`src/rtl/uart_rx_ctrl.sv`:
```
// uart_rx_ctrl - bit-timing controller for the UART receive path.
//
// Starts a frame on the one-cycle start-edge strobe from the capture stage,
// runs a baud counter and emits a one-cycle mid-bit sample strobe together
// with the index of the bit being sampled (0 = start, 1..8 = data LSB first,
// 9 = stop). A stop bit sampled low raises a one-cycle framing-error pulse.
//
// Optional feature macro: UART_RX_START_CHECK_EN
//   defined   : the line is re-checked at the start-bit sample point; a high
//               line (false start) suppresses that strobe and drops the frame.
//   undefined : no start-bit check, every frame runs to completion.
//
// Ports
//   clk          in   system clock, rising edge
//   rst          in   asynchronous reset, active-high
//   rx_en        in   start-edge strobe (one cycle)
//   rs232_rx     in   raw serial line (start/stop checks only)
//   rx_sel_data  out  one-cycle mid-bit sample strobe
//   rx_num       out  bit index 0..9, valid while rx_busy
//   rx_busy      out  frame in progress
//   frame_err    out  one-cycle pulse, stop bit sampled low
module uart_rx_ctrl #(
  parameter int CLK_FREQ = 50_000_000,
  parameter int BAUD     = 9600
) (
  input  logic       clk,
  input  logic       rst,
  input  logic       rx_en,
  input  logic       rs232_rx,
  output logic       rx_sel_data,
  output logic [3:0] rx_num,
  output logic       rx_busy,
  output logic       frame_err
);

  localparam int BIT_CNT = CLK_FREQ / BAUD;
  localparam int HALF    = BIT_CNT / 2;
  localparam int CW      = $clog2(BIT_CNT);

  localparam logic [CW-1:0] CNT_LAST = CW'(BIT_CNT - 1);
  localparam logic [CW-1:0] CNT_MID  = CW'(HALF - 1);
  localparam logic [CW-1:0] CNT_ZERO = '0;

  // DONE is the single cycle after the final strobe (or an aborted start);
  // rx_en is ignored there, so a start edge on the return-to-idle edge is dropped.
  typedef enum logic [1:0] {
    IDLE = 2'd0,
    RUN  = 2'd1,
    DONE = 2'd2
  } state_t;

  state_t        state;
  logic [CW-1:0] cnt;
  logic          start_bad;

  // False-start detection: high line at the start-bit sample point.
`ifdef UART_RX_START_CHECK_EN
  assign start_bad = rs232_rx;
`else
  assign start_bad = 1'b0;
`endif

  // Frame sequencer: baud counter, bit index, strobe and error pulses.
  always_ff @(posedge clk or posedge rst) begin
    if (rst) begin
      state       <= IDLE;
      cnt         <= CNT_ZERO;
      rx_num      <= 4'd0;
      rx_sel_data <= 1'b0;
      rx_busy     <= 1'b0;
      frame_err   <= 1'b0;
    end else begin
      // Strobe and error are single-cycle pulses by default.
      rx_sel_data <= 1'b0;
      frame_err   <= 1'b0;
      case (state)
        IDLE: begin
          if (rx_en) begin
            state   <= RUN;
            cnt     <= CNT_ZERO;
            rx_num  <= 4'd0;
            rx_busy <= 1'b1;
          end else begin
            state   <= IDLE;
          end
        end
        RUN: begin
          if (cnt == CNT_LAST) begin
            cnt    <= CNT_ZERO;
            rx_num <= rx_num + 4'd1;
          end else begin
            cnt    <= cnt + {{(CW-1){1'b0}}, 1'b1};
          end
          if (cnt == CNT_MID) begin
            if ((rx_num == 4'd0) && start_bad) begin
              // False start: no strobe for this frame at all.
              state <= DONE;
            end else begin
              rx_sel_data <= 1'b1;
              if (rx_num == 4'd9) begin
                // Stop sample: leave half a bit early so the next start edge is seen.
                state     <= DONE;
                frame_err <= ~rs232_rx;
              end else begin
                state     <= RUN;
              end
            end
          end else begin
            state <= RUN;
          end
        end
        DONE: begin
          state   <= IDLE;
          cnt     <= CNT_ZERO;
          rx_num  <= 4'd0;
          rx_busy <= 1'b0;
        end
        default: begin
          state   <= IDLE;
          cnt     <= CNT_ZERO;
          rx_num  <= 4'd0;
          rx_busy <= 1'b0;
        end
      endcase
    end
  end

endmodule
```
`config.mk`:
```
export PLATFORM = sky130hd
export DESIGN_NAME = uart_rx_ctrl
export DESIGN_NICKNAME = d
export VERILOG_FILES = /design/src/rtl/uart_rx_ctrl.sv
export SDC_FILE = /design/constraint.sdc
export NUM_CORES = 1
export LEC_CHECK = 0
export ABC_CLOCK_PERIOD_IN_PS = 5400
export BUFFER_PORTS_ARGS = -buffer_cell sky130_fd_sc_hd__buf_2
export CAP_MARGIN = 10
export CELL_PAD_IN_SITES_DETAIL_PLACEMENT = 1
export CELL_PAD_IN_SITES_GLOBAL_PLACEMENT = 1
export CORE_ASPECT_RATIO = 1.2
export CORE_MARGIN = 5
export CORE_UTILIZATION = 48
export CTS_CLUSTER_DIAMETER = 30
export DETAILED_ROUTE_END_ITERATION = 12
export PLACE_DENSITY = 0.91
export SLEW_MARGIN = 20
export SYNTH_ARGS = -nofsm -noshare
export SYNTH_HDL_FRONTEND = slang
export SYNTH_SLANG_ARGS = --single-unit
```
`constraint.sdc`:
```
create_clock -name clk -period 5.4 [get_ports clk]
set_clock_uncertainty 0.1 [all_clocks]
set_input_delay 1.08 -clock clk [delete_from_list [all_inputs] [get_ports clk]]
set_output_delay 1.08 -clock clk [all_outputs]
set_load 0.005 [all_outputs]
```
==> results.tsv, run 1 <==
stage	metric	value	unit
run_status	status	finished clean	
global_routing	initial antenna violation count	0	
cts	Post-CTS Setup Bufs	0	
synthesis	Synth top area share	0.470	
route	DRC viols	0	
synthesis	Post-Synthesis Cell Area	1170	um^2
timing	final hold violation count	0	
global_routing	grt total ovfl	0	
cts	cts hold-fix bufs	0	
job	max-cap viol count	0	
route	antenna viol nets, final	0	
global_routing	vias in the first global route	1028	
layout	final core utilization	0.560	
synthesis	distinct cell type count after synthesis	34	
cts	CTS buffer count	3	
floorplan	# IOs	11	
floorplan	die height	64.1	um
synthesis	Mapped Cells	121	
floorplan	Core ar.	2310	um^2
layout	fill count	275	
cts	post-cts sizing count	0	
timing	Slew Viols, Final	0	
timing	Final period util	0.441	
layout	most frequent cells in the layout	dfrtp_1, nor2_1, nand2_1	
critical_path	critical path's slowest cell	nor4_4	
floorplan	Starting Density	0.508	
place	GP Congestion	0.779	
cts	Bufs on Longest Clock Path	2	
floorplan	Die Wd	55.1	um
critical_path	Crit path buffers/inverters	0	
critical_path	crit start category	register	
synthesis	ys async rst share	1.00	
layout	commonest non-fill, non-tap cell in the layout	dfrtp_1	
floorplan	row count	19	
place	Post-DP Area	1230	um^2
synthesis	Synth Flop Type	dfrtp_1	
cts	Root Buffer	clkbuf_4	
global_routing	first-pass GRT wire length	5030	um
layout	share of cells above drive strength 1	0.146	
cts	CTS clock-pin slew for the worst setup and hold paths	0.14	ns
timing	fin crit period	2.38	ns
synthesis	sequential area share after synthesis	0.470	
power_and_ir_drop	peak supply drop	0.225	mV
timing	Fmax	420	MHz
critical_path	CP endpoint kind	register	
global_routing	M2 GR Usage	0.333	
synthesis	Synth area leaders	dfrtp_1, nor2_1, xnor2_1, nand2_1, ha_1	
place	# port buffers	10	
critical_path	CP Max Fanout	13	
power_and_ir_drop	cell leakage power	0.000578	uW
layout	Nets	138	
route	drt first-iter violations	24	
global_routing	GR met1 Demand/Resource	0.240	
layout	area growth from synthesis to layout	10.3	%
cts	CTS tree	yes	
route	Total Routed Length	3010	um
min_path	Hold Crit Class	reg -> reg	
global_routing	largest net degree at the start of global routing	23	
route	DR WL/cell	18.7	um
floorplan	Die Footprint	3530	um^2
timing	RSZ-0062 raised after global routing	no	
cts	clk sink count	22	
timing	setup TNS	0	ns
critical_path	max incr delay on CP	0.54	ns
route	DR vias	968	
route	drt pass-1 iters	4	
place	HPWL Detailed	2150	um
power_and_ir_drop	Final Total Pwr	484	uW
critical_path	delay-heaviest family, CP	simple AND/OR/NAND/NOR gates	
timing	Setup violations, final	0	
critical_path	Worst Path Required	5.50	ns
cts	clk_lat worst skew	0.32	ns
power_and_ir_drop	PwrDens	375	nW/um^2
critical_path	arrival time at the worst endpoint	2.48	ns
layout	final instance area	1290	um^2
critical_path	Crit Path Category	reg -> reg	
global_routing	Total GRT Usage	0.194	
layout	ant diodes	0	
synthesis	Post-synth EDFFs	0	
synthesis	syn_area_per_cell	9.68	um^2
critical_path	R2R setup slack	3.02	ns
global_routing	met3 Usage GRT	0.0302	
global_routing	gr busiest metal	met2	
cts	CTS H-tree depth	1	
synthesis	FF+latch count, synth	22	
route	drt via density	6.01	
timing	worst slew pin tran	0.855	ns
synthesis	Synthesis Warnings	0	
timing	Slew Limit Headroom	0.429	
synthesis	Mapped Nets	128	
critical_path	Critical Path, Cell by Cell	ha_1 -> or3b_2 -> nor4_4 -> a22o_4 -> o21ai_0	
synthesis	Yosys top cell by area	dfrtp_1	
[metrics by stage]
step                setup slack (ns)  hold slack (ns)  cells
floorplan                       3.30            0.385    121
global placement                2.75            0.384    157
detailed placement              2.67            0.419    157
CTS                             2.98            0.453    161
global route                    2.94            0.482    161
finish                          3.02            0.457    161
[logic make-up after synthesis]
family,after synthesis,synth area share
buffers and inverters,10,0.0385
adders and majority gates,3,0.0321
muxes,1,0.00855
DFF,22,0.470
AOI/OAI and AO/OA,13,0.0908
xor gates and xnor gates,11,0.0823
and+or+nand+nor,61,0.278
[layer usage]
layer / vias to the layer above / wire length (um)
met4: 0 / 58
met1: 495 / 1270
li1: 447 / -
met5: - / 0
met3: 6 / 106
met2: 20 / 1570
[synth_stat cells, drive strengths merged (2+ instances only)]
cell / n
nor4: 6
ha: 3
nor3: 7
nand2: 12
a41o: 2
xor2: 4
nand4: 4
xnor2: 7
nand3: 6
inv: 5
dfrtp: 22
nor2: 17
o21ai: 2
a21oi: 2
clkbuf: 4
[layout make-up]
| cell class | instances | area, um^2 | area share |
|---|---|---|---|
| clock buffer | 3 | 22.5 | 0.0174 |
| clock inverter | 1 | 30.0 | 0.0233 |
| inverter | 5 | 18.8 | 0.0145 |
| multi-input combinational | 89 | 581 | 0.450 |
| sequential | 22 | 551 | 0.426 |
| tap | 31 | 38.8 | 0.0300 |
| timing repair buffer | 10 | 50.0 | 0.0388 |
[final timing paths]
check                      startpoint          end  depth (start not counted)
setup reg to reg               cnt[0]    rx_num[0]                          5
hold / removal                 cnt[0]       cnt[0]                          1
setup / recovery               cnt[0]    rx_num[0]                          5
hold reg to reg                cnt[0]       cnt[0]                          1
max in group asynchronous         rst    rx_num[1]                          2
min in group asynchronous         rst  rx_sel_data                          2
[power breakdown]
group / leakage (uW) / internal [uW] / switching, uW
logic: 0.000271 / 51.0 / 56.9
registers: 0.000279 / 195 / 51.8
clock network: 0.0000279 / 75.1 / 54.0
total: 0.000578 / 321 / 163
[registers in the layout, summed over array words and instances, names as in the netlist]
name,count
cnt,13
frame_err,1
rx_busy,1
rx_num,4
rx_sel_data,1
state,2
No activity file was read; power rests on OpenSTA's default activity.
==> inputs of run 2 (changes only) <==
--- a/config.mk
+++ b/config.mk
@@ -5,17 +5,17 @@
 export SDC_FILE = /design/constraint.sdc
 export NUM_CORES = 1
 export LEC_CHECK = 0
-export ABC_CLOCK_PERIOD_IN_PS = 5400
+export ABC_CLOCK_PERIOD_IN_PS = 2400
 export BUFFER_PORTS_ARGS = -buffer_cell sky130_fd_sc_hd__buf_2
 export CAP_MARGIN = 10
 export CELL_PAD_IN_SITES_DETAIL_PLACEMENT = 1
 export CELL_PAD_IN_SITES_GLOBAL_PLACEMENT = 1
 export CORE_ASPECT_RATIO = 1.2
 export CORE_MARGIN = 5
-export CORE_UTILIZATION = 48
+export CORE_UTILIZATION = 44
 export CTS_CLUSTER_DIAMETER = 30
 export DETAILED_ROUTE_END_ITERATION = 12
-export PLACE_DENSITY = 0.91
+export PLACE_DENSITY = 0.85
 export SLEW_MARGIN = 20
 export SYNTH_ARGS = -nofsm -noshare
 export SYNTH_HDL_FRONTEND = slang
==> constraint.sdc (replaced) <==
create_clock -name clk -period 2.4 [get_ports clk]
set_clock_uncertainty 0.1 [all_clocks]
set_input_delay 0.48 -clock clk [delete_from_list [all_inputs] [get_ports clk]]
set_output_delay 0.48 -clock clk [all_outputs]
set_load 0.005 [all_outputs]
==> results.tsv, run 2 (synthesized netlist as in run 1, its figures left out) <==
stage	metric	value	unit	change
layout	FF/Latch Area	551	um^2	unchanged
route	antenna viol nets, final	0		unchanged
cts	CTS buffer count	3		unchanged
critical_path	delay-heaviest family, CP	simple AND/OR/NAND/NOR gates		
route	DR WL/cell	16.2	um	-13%
cts	clk sink count	22		unchanged
route	drt via density	5.81		-3.4%
layout	ant diodes	0		unchanged
timing	Slew Viols, Final	0		unchanged
global_routing	initial antenna violation count	0		unchanged
floorplan	Die Wd	57.1	um	+3.6%
power_and_ir_drop	peak supply drop	0.414	mV	+84%
job	max-cap viol count	0		unchanged
timing	worst slew pin tran	0.833	ns	-0.0223 ns
timing	setup TNS	0	ns	unchanged
cts	Root Buffer	clkbuf_4		
critical_path	CP endpoint kind	register		
cts	Post-CTS Setup Bufs	0		unchanged
cts	CTS tree	yes		
critical_path	Critical Path, Cell by Cell	ha_1 -> or3b_2 -> nor4_4 -> a22o_4 -> o21ai_0		
global_routing	first-pass GRT wire length	4780	um	-5.0%
cts	cts hold-fix bufs	0		unchanged
layout	biggest regs	cnt x13, rx_num x4, state x2		
cts	clk_lat worst skew	0.31	ns	about the same
layout	Largest Register	cnt		
power_and_ir_drop	cell leakage power	0.000582	uW	+0.63%
floorplan	# IOs	11		unchanged
timing	Slew Limit Headroom	0.444		+0.0149
place	GP Congestion	0.782		+0.44%
critical_path	CP Max Fanout	13		unchanged
global_routing	Total GRT Usage	0.161		-0.0332
critical_path	max incr delay on CP	0.49	ns	-0.05 ns
global_routing	grt total ovfl	0		unchanged
place	# placed instances	161		+2.5%
place	# port buffers	10		unchanged
route	drt first-iter violations	28		+17%
cts	CTS clock-pin slew for the worst setup and hold paths	0.14	ns	about the same
timing	final hold violation count	0		unchanged
route	DRC viols	0		unchanged
critical_path	Crit path buffers/inverters	0		unchanged
critical_path	crit start category	register		
cts	post-cts sizing count	0		unchanged
cts	CTS H-tree depth	1		unchanged
floorplan	Die Footprint	3800	um^2	+7.5%
layout	most frequent cells in the layout	dfrtp_1, nor2_1, nand2_1		
route	Total Routed Length	2670	um	-11%
route	DR vias	958		-1.0%
min_path	Hold Crit Class	in -> reg		
timing	Setup violations, final	0		unchanged
layout	share of cells above drive strength 1	0.152		+0.00536
layout	max reg flops	13		unchanged
critical_path	arrival time at the worst endpoint	2.31	ns	-0.17 ns
timing	fin crit period	2.21	ns	-0.169 ns
floorplan	die height	66.5	um	+3.8%
floorplan	Starting Density	0.459		-0.0490
layout	commonest non-fill, non-tap cell in the layout	dfrtp_1		
timing	RSZ-0062 raised after global routing	no		
layout	final core utilization	0.504		-0.0555
layout	Nets	140		+1.4%
layout	fin cells	165		+2.5%
layout	Multi-input gate area	576	um^2	-0.86%
floorplan	row count	20		+1
critical_path	Worst Path Required	2.50	ns	-3.00 ns
run_status	status	finished clean		
route	drt pass-1 iters	4		unchanged
critical_path	critical path's slowest cell	or3b_2		
global_routing	vias in the first global route	1011		-1.7%
global_routing	largest net degree at the start of global routing	23		unchanged
cts	Bufs on Longest Clock Path	2		unchanged
layout	area growth from synthesis to layout	9.94	%	
critical_path	Crit Path Category	reg -> reg		
layout	fill count	321		+17%
power_and_ir_drop	PwrDens	781	nW/um^2	+110%
floorplan	Core ar.	2550	um^2	+11%
timing	Final period util	0.922		+0.481
place	HPWL Detailed	1960	um	-8.9%
timing	Fmax	452	MHz	+7.7%
-- run 2: layout make-up --
cell class              instances  share of cell area
multi-input cells              89               0.447
clock buffers                   4              0.0282
well taps                      33              0.0321
repair buffers                 12              0.0505
flip-flops and latches         22               0.428
inverters                       5              0.0146
-- run 2: report_power, final --
part	leakage, uW	switching (uW)	total, uW	internal (uW)
Clock	0.0000210	120	212	92.5
Sequential	0.000279	101	541	440
Combinational	0.000282	132	253	121
Total	0.000582	352	1010	654
-- run 2: worst reg2reg max path: stages, from the launching register on --
cell     delay, ns
dfrtp_1       0.42
ha_1          0.26
or3b_2        0.49
nor4_4        0.47
a22o_4        0.28
o21ai_0       0.09
-- run 2: path summary, 6_finish.rpt --
| check | from | endpoint | slack (ns) | depth (start not counted) |
|---|---|---|---|---|
| worst max-delay path | cnt[0] | rx_num[0] | 0.19 | 5 |
| worst min-delay path | rs232_rx | frame_err | 0.20 | 2 |
| worst max register to register | cnt[0] | rx_num[0] | 0.19 | 5 |
| worst min register to register | rx_busy | rx_busy | 0.43 | 2 |
| max in group asynchronous | rst | cnt[1] | 1.47 | 2 |
| min in group asynchronous | rst | rx_busy | 0.21 | 2 |
-- run 2: stage by stage --
stage / setup slack [ns] / total power (uW) / cell area, um^2 / hold slack (ns)
3_3_place_gp: 0.268 / 783 / 1250 / 0.389
6_report: 0.188 / 1010 / 1290 / 0.203
3_5_place_dp: 0.173 / 803 / 1250 / 0.400
4_1_cts: 0.160 / 1020 / 1290 / 0.202
5_1_grt: 0.0246 / 1080 / 1290 / 0.187
2_1_floorplan: 0.389 / 715 / 1170 / 0.369
-- run 2: metal layers --
layer / track usage / vias to the layer above / routed length (um)
li1: - / 454 / -
met1: 0.199 / 477 / 1120
met2: 0.289 / 25 / 1400
met3: 0.0194 / 2 / 134
met4: 0.0522 / 0 / 18
met5: 0 / - / 0
==> inputs of run 3 (changes only) <==
==> constraint.sdc (replaced) <==
create_clock -name clk -period 2.4 [get_ports clk]
set_clock_uncertainty 0.1 [all_clocks]
set_input_delay 0 -clock clk [delete_from_list [all_inputs] [get_ports clk]]
set_output_delay 0 -clock clk [all_outputs]
set_load 0.005 [all_outputs]
==> results.tsv, run 3 (synthesized netlist as in run 1, its figures left out) <==
stage	metric	value	unit	change
global_routing	first-pass GRT wire length	4820	um	+0.88%
place	Post-DP Area	1250	um^2	unchanged
cts	clk_lat worst skew	0.31	ns	about the same
floorplan	row count	20		unchanged
layout	Largest Register	cnt		
global_routing	grt total ovfl	0		unchanged
floorplan	die height	66.5	um	unchanged
cts	Root Buffer	clkbuf_4		
timing	final setup margin	0.188	ns	unchanged
timing	Fmax	452	MHz	unchanged
min_path	Worst Hold Launch	rs232_rx		
power_and_ir_drop	cell leakage power	0.000594	uW	+2.2%
timing	final hold violation count	0		unchanged
place	HPWL Detailed	1960	um	unchanged
layout	max reg flops	13		unchanged
min_path	Hold Crit Class	in -> reg		
power_and_ir_drop	peak supply drop	0.414	mV	about the same
floorplan	Starting Density	0.459		unchanged
run_status	status	finished clean		
critical_path	CP Max Fanout	13		unchanged
route	drt pass-1 iters	4		unchanged
cts	Post-CTS Setup Bufs	0		unchanged
global_routing	Total GRT Usage	0.162		+0.00122
place	Setup WS pre-CTS	0.173	ns	unchanged
min_path	Hold Path End	frame_err		
layout	most frequent cells in the layout	dfrtp_1, nor2_1, nand2_1		
place	GP Congestion	0.782		unchanged
layout	Nets	143		+2.1%
critical_path	Worst Path Required	2.50	ns	about the same
place	# port buffers	10		unchanged
floorplan	Die Footprint	3800	um^2	unchanged
route	DRC viols	0		unchanged
timing	RSZ-0062 raised after global routing	no		
min_path	worst hold stages	3		+1
route	drt via density	5.76		-0.76%
floorplan	Core ar.	2550	um^2	unchanged
route	Total Routed Length	2700	um	+1.0%
critical_path	crit start category	register		
cts	CTS H-tree depth	1		unchanged
cts	CTS clock-pin slew for the worst setup and hold paths	0.14	ns	about the same
timing	Slew Viols, Final	0		unchanged
layout	final instance area	1320	um^2	+2.3%
cts	CTS buffer count	3		unchanged
cts	CTS tree	yes		
critical_path	Worst R2R Start	cnt[0]		
cts	clk sink count	22		unchanged
cts	post-cts sizing count	0		unchanged
timing	Setup violations, final	0		unchanged
power_and_ir_drop	PwrDens	766	nW/um^2	-1.9%
floorplan	Die Wd	57.1	um	unchanged
global_routing	vias in the first global route	1031		+2.0%
critical_path	CP endpoint kind	register		
critical_path	Crit Path Category	reg -> reg		
floorplan	# IOs	11		unchanged
global_routing	largest net degree at the start of global routing	23		unchanged
job	max-cap viol count	0		unchanged
critical_path	RR Endpoint	rx_num[0]		
timing	setup TNS	0	ns	unchanged
timing	Slew Limit Headroom	0.444		unchanged
route	antenna viol nets, final	0		unchanged
cts	Bufs on Longest Clock Path	2		unchanged
timing	Final period util	0.922		unchanged
critical_path	R2R setup slack	0.19	ns	about the same
layout	final core utilization	0.516		+0.0118
layout	ant diodes	0		unchanged
critical_path	R2R depth	5		unchanged
global_routing	initial antenna violation count	0		unchanged
layout	area growth from synthesis to layout	12.5	%	
layout	share of cells above drive strength 1	0.148		-0.00337
timing	worst slew pin tran	0.833	ns	-0.000000417 ns
route	DR vias	968		+1.0%
timing	fin crit period	2.21	ns	unchanged
critical_path	arrival time at the worst endpoint	2.31	ns	about the same
route	DR WL/cell	16.1	um	-0.76%
route	drt first-iter violations	23		-18%
layout	biggest regs	cnt x13, rx_num x4, state x2		
layout	commonest non-fill, non-tap cell in the layout	dfrtp_1		
## run 3: changes by cell type in the layout (fill, tap and decap cells not counted), sizes merged
| cell | change |
|---|---|
| dlygate4sd3 | +3 |
## run 3: what timing repair did
| action | in CTS | in global routing |
|---|---|---|
| setup endpoints to repair | 0 | 0 |
| endpoints found under the hold margin | 26 | 0 |
| hold buffers | 3 | 0 |
## run 3: how the worst max path moves through the flow
stage | cells after the start | start | end
2_1_floorplan | 6 | cnt[0] | cnt[11]
3_3_place_gp | 5 | cnt[0] | rx_num[0]
3_5_place_dp | 5 | cnt[0] | rx_num[0]
4_1_cts | 5 | cnt[0] | rx_num[0]
5_1_grt | 5 | cnt[0] | rx_num[0]
6_report | 5 | cnt[0] | rx_num[0]
## run 3: power breakdown
group	total, uW	leakage, uW	internal [uW]	switching [uW]
Sequential	541	0.000279	440	101
Clock	212	0.0000210	92.5	120
Combinational	257	0.000294	125	132
## run 3: area by class of cell
type	instances	area, um^2
Fill cell	316	1230
Multi-Input combinational cell	89	576
Sequential cell	22	551
Timing Repair Buffer	15	95.1
Tap cell	33	41.3
Clock buffer	4	36.3
Inverter	5	18.8
## run 3: per-layer routing
layer / vias up / track usage / part of all wire
li1: 460 / - / -
met1: 481 / 0.200 / 0.42
met2: 25 / 0.293 / 0.52
met3: 2 / 0.0174 / 0.047
met4: 0 / 0.0522 / 0.0067
met5: - / 0 / 0
## run 3: per-stage QoR
step | std cells | hold WS [ns] | total power (uW)
finish | 168 | 0.262 | 1010
global placement | 161 | 0.0601 | 783
detailed placement | 161 | 0.0632 | 803
CTS | 168 | 0.260 | 1020
global route | 168 | 0.269 | 1080
floorplan | 121 | -0.111 | 715
## run 3: worst max-delay path, stage by stage, from the launching register on
cell and delay [ns]:
dfrtp_1 0.42, ha_1 0.26, or3b_2 0.49, nor4_4 0.47, a22o_4 0.28, o21ai_0 0.09
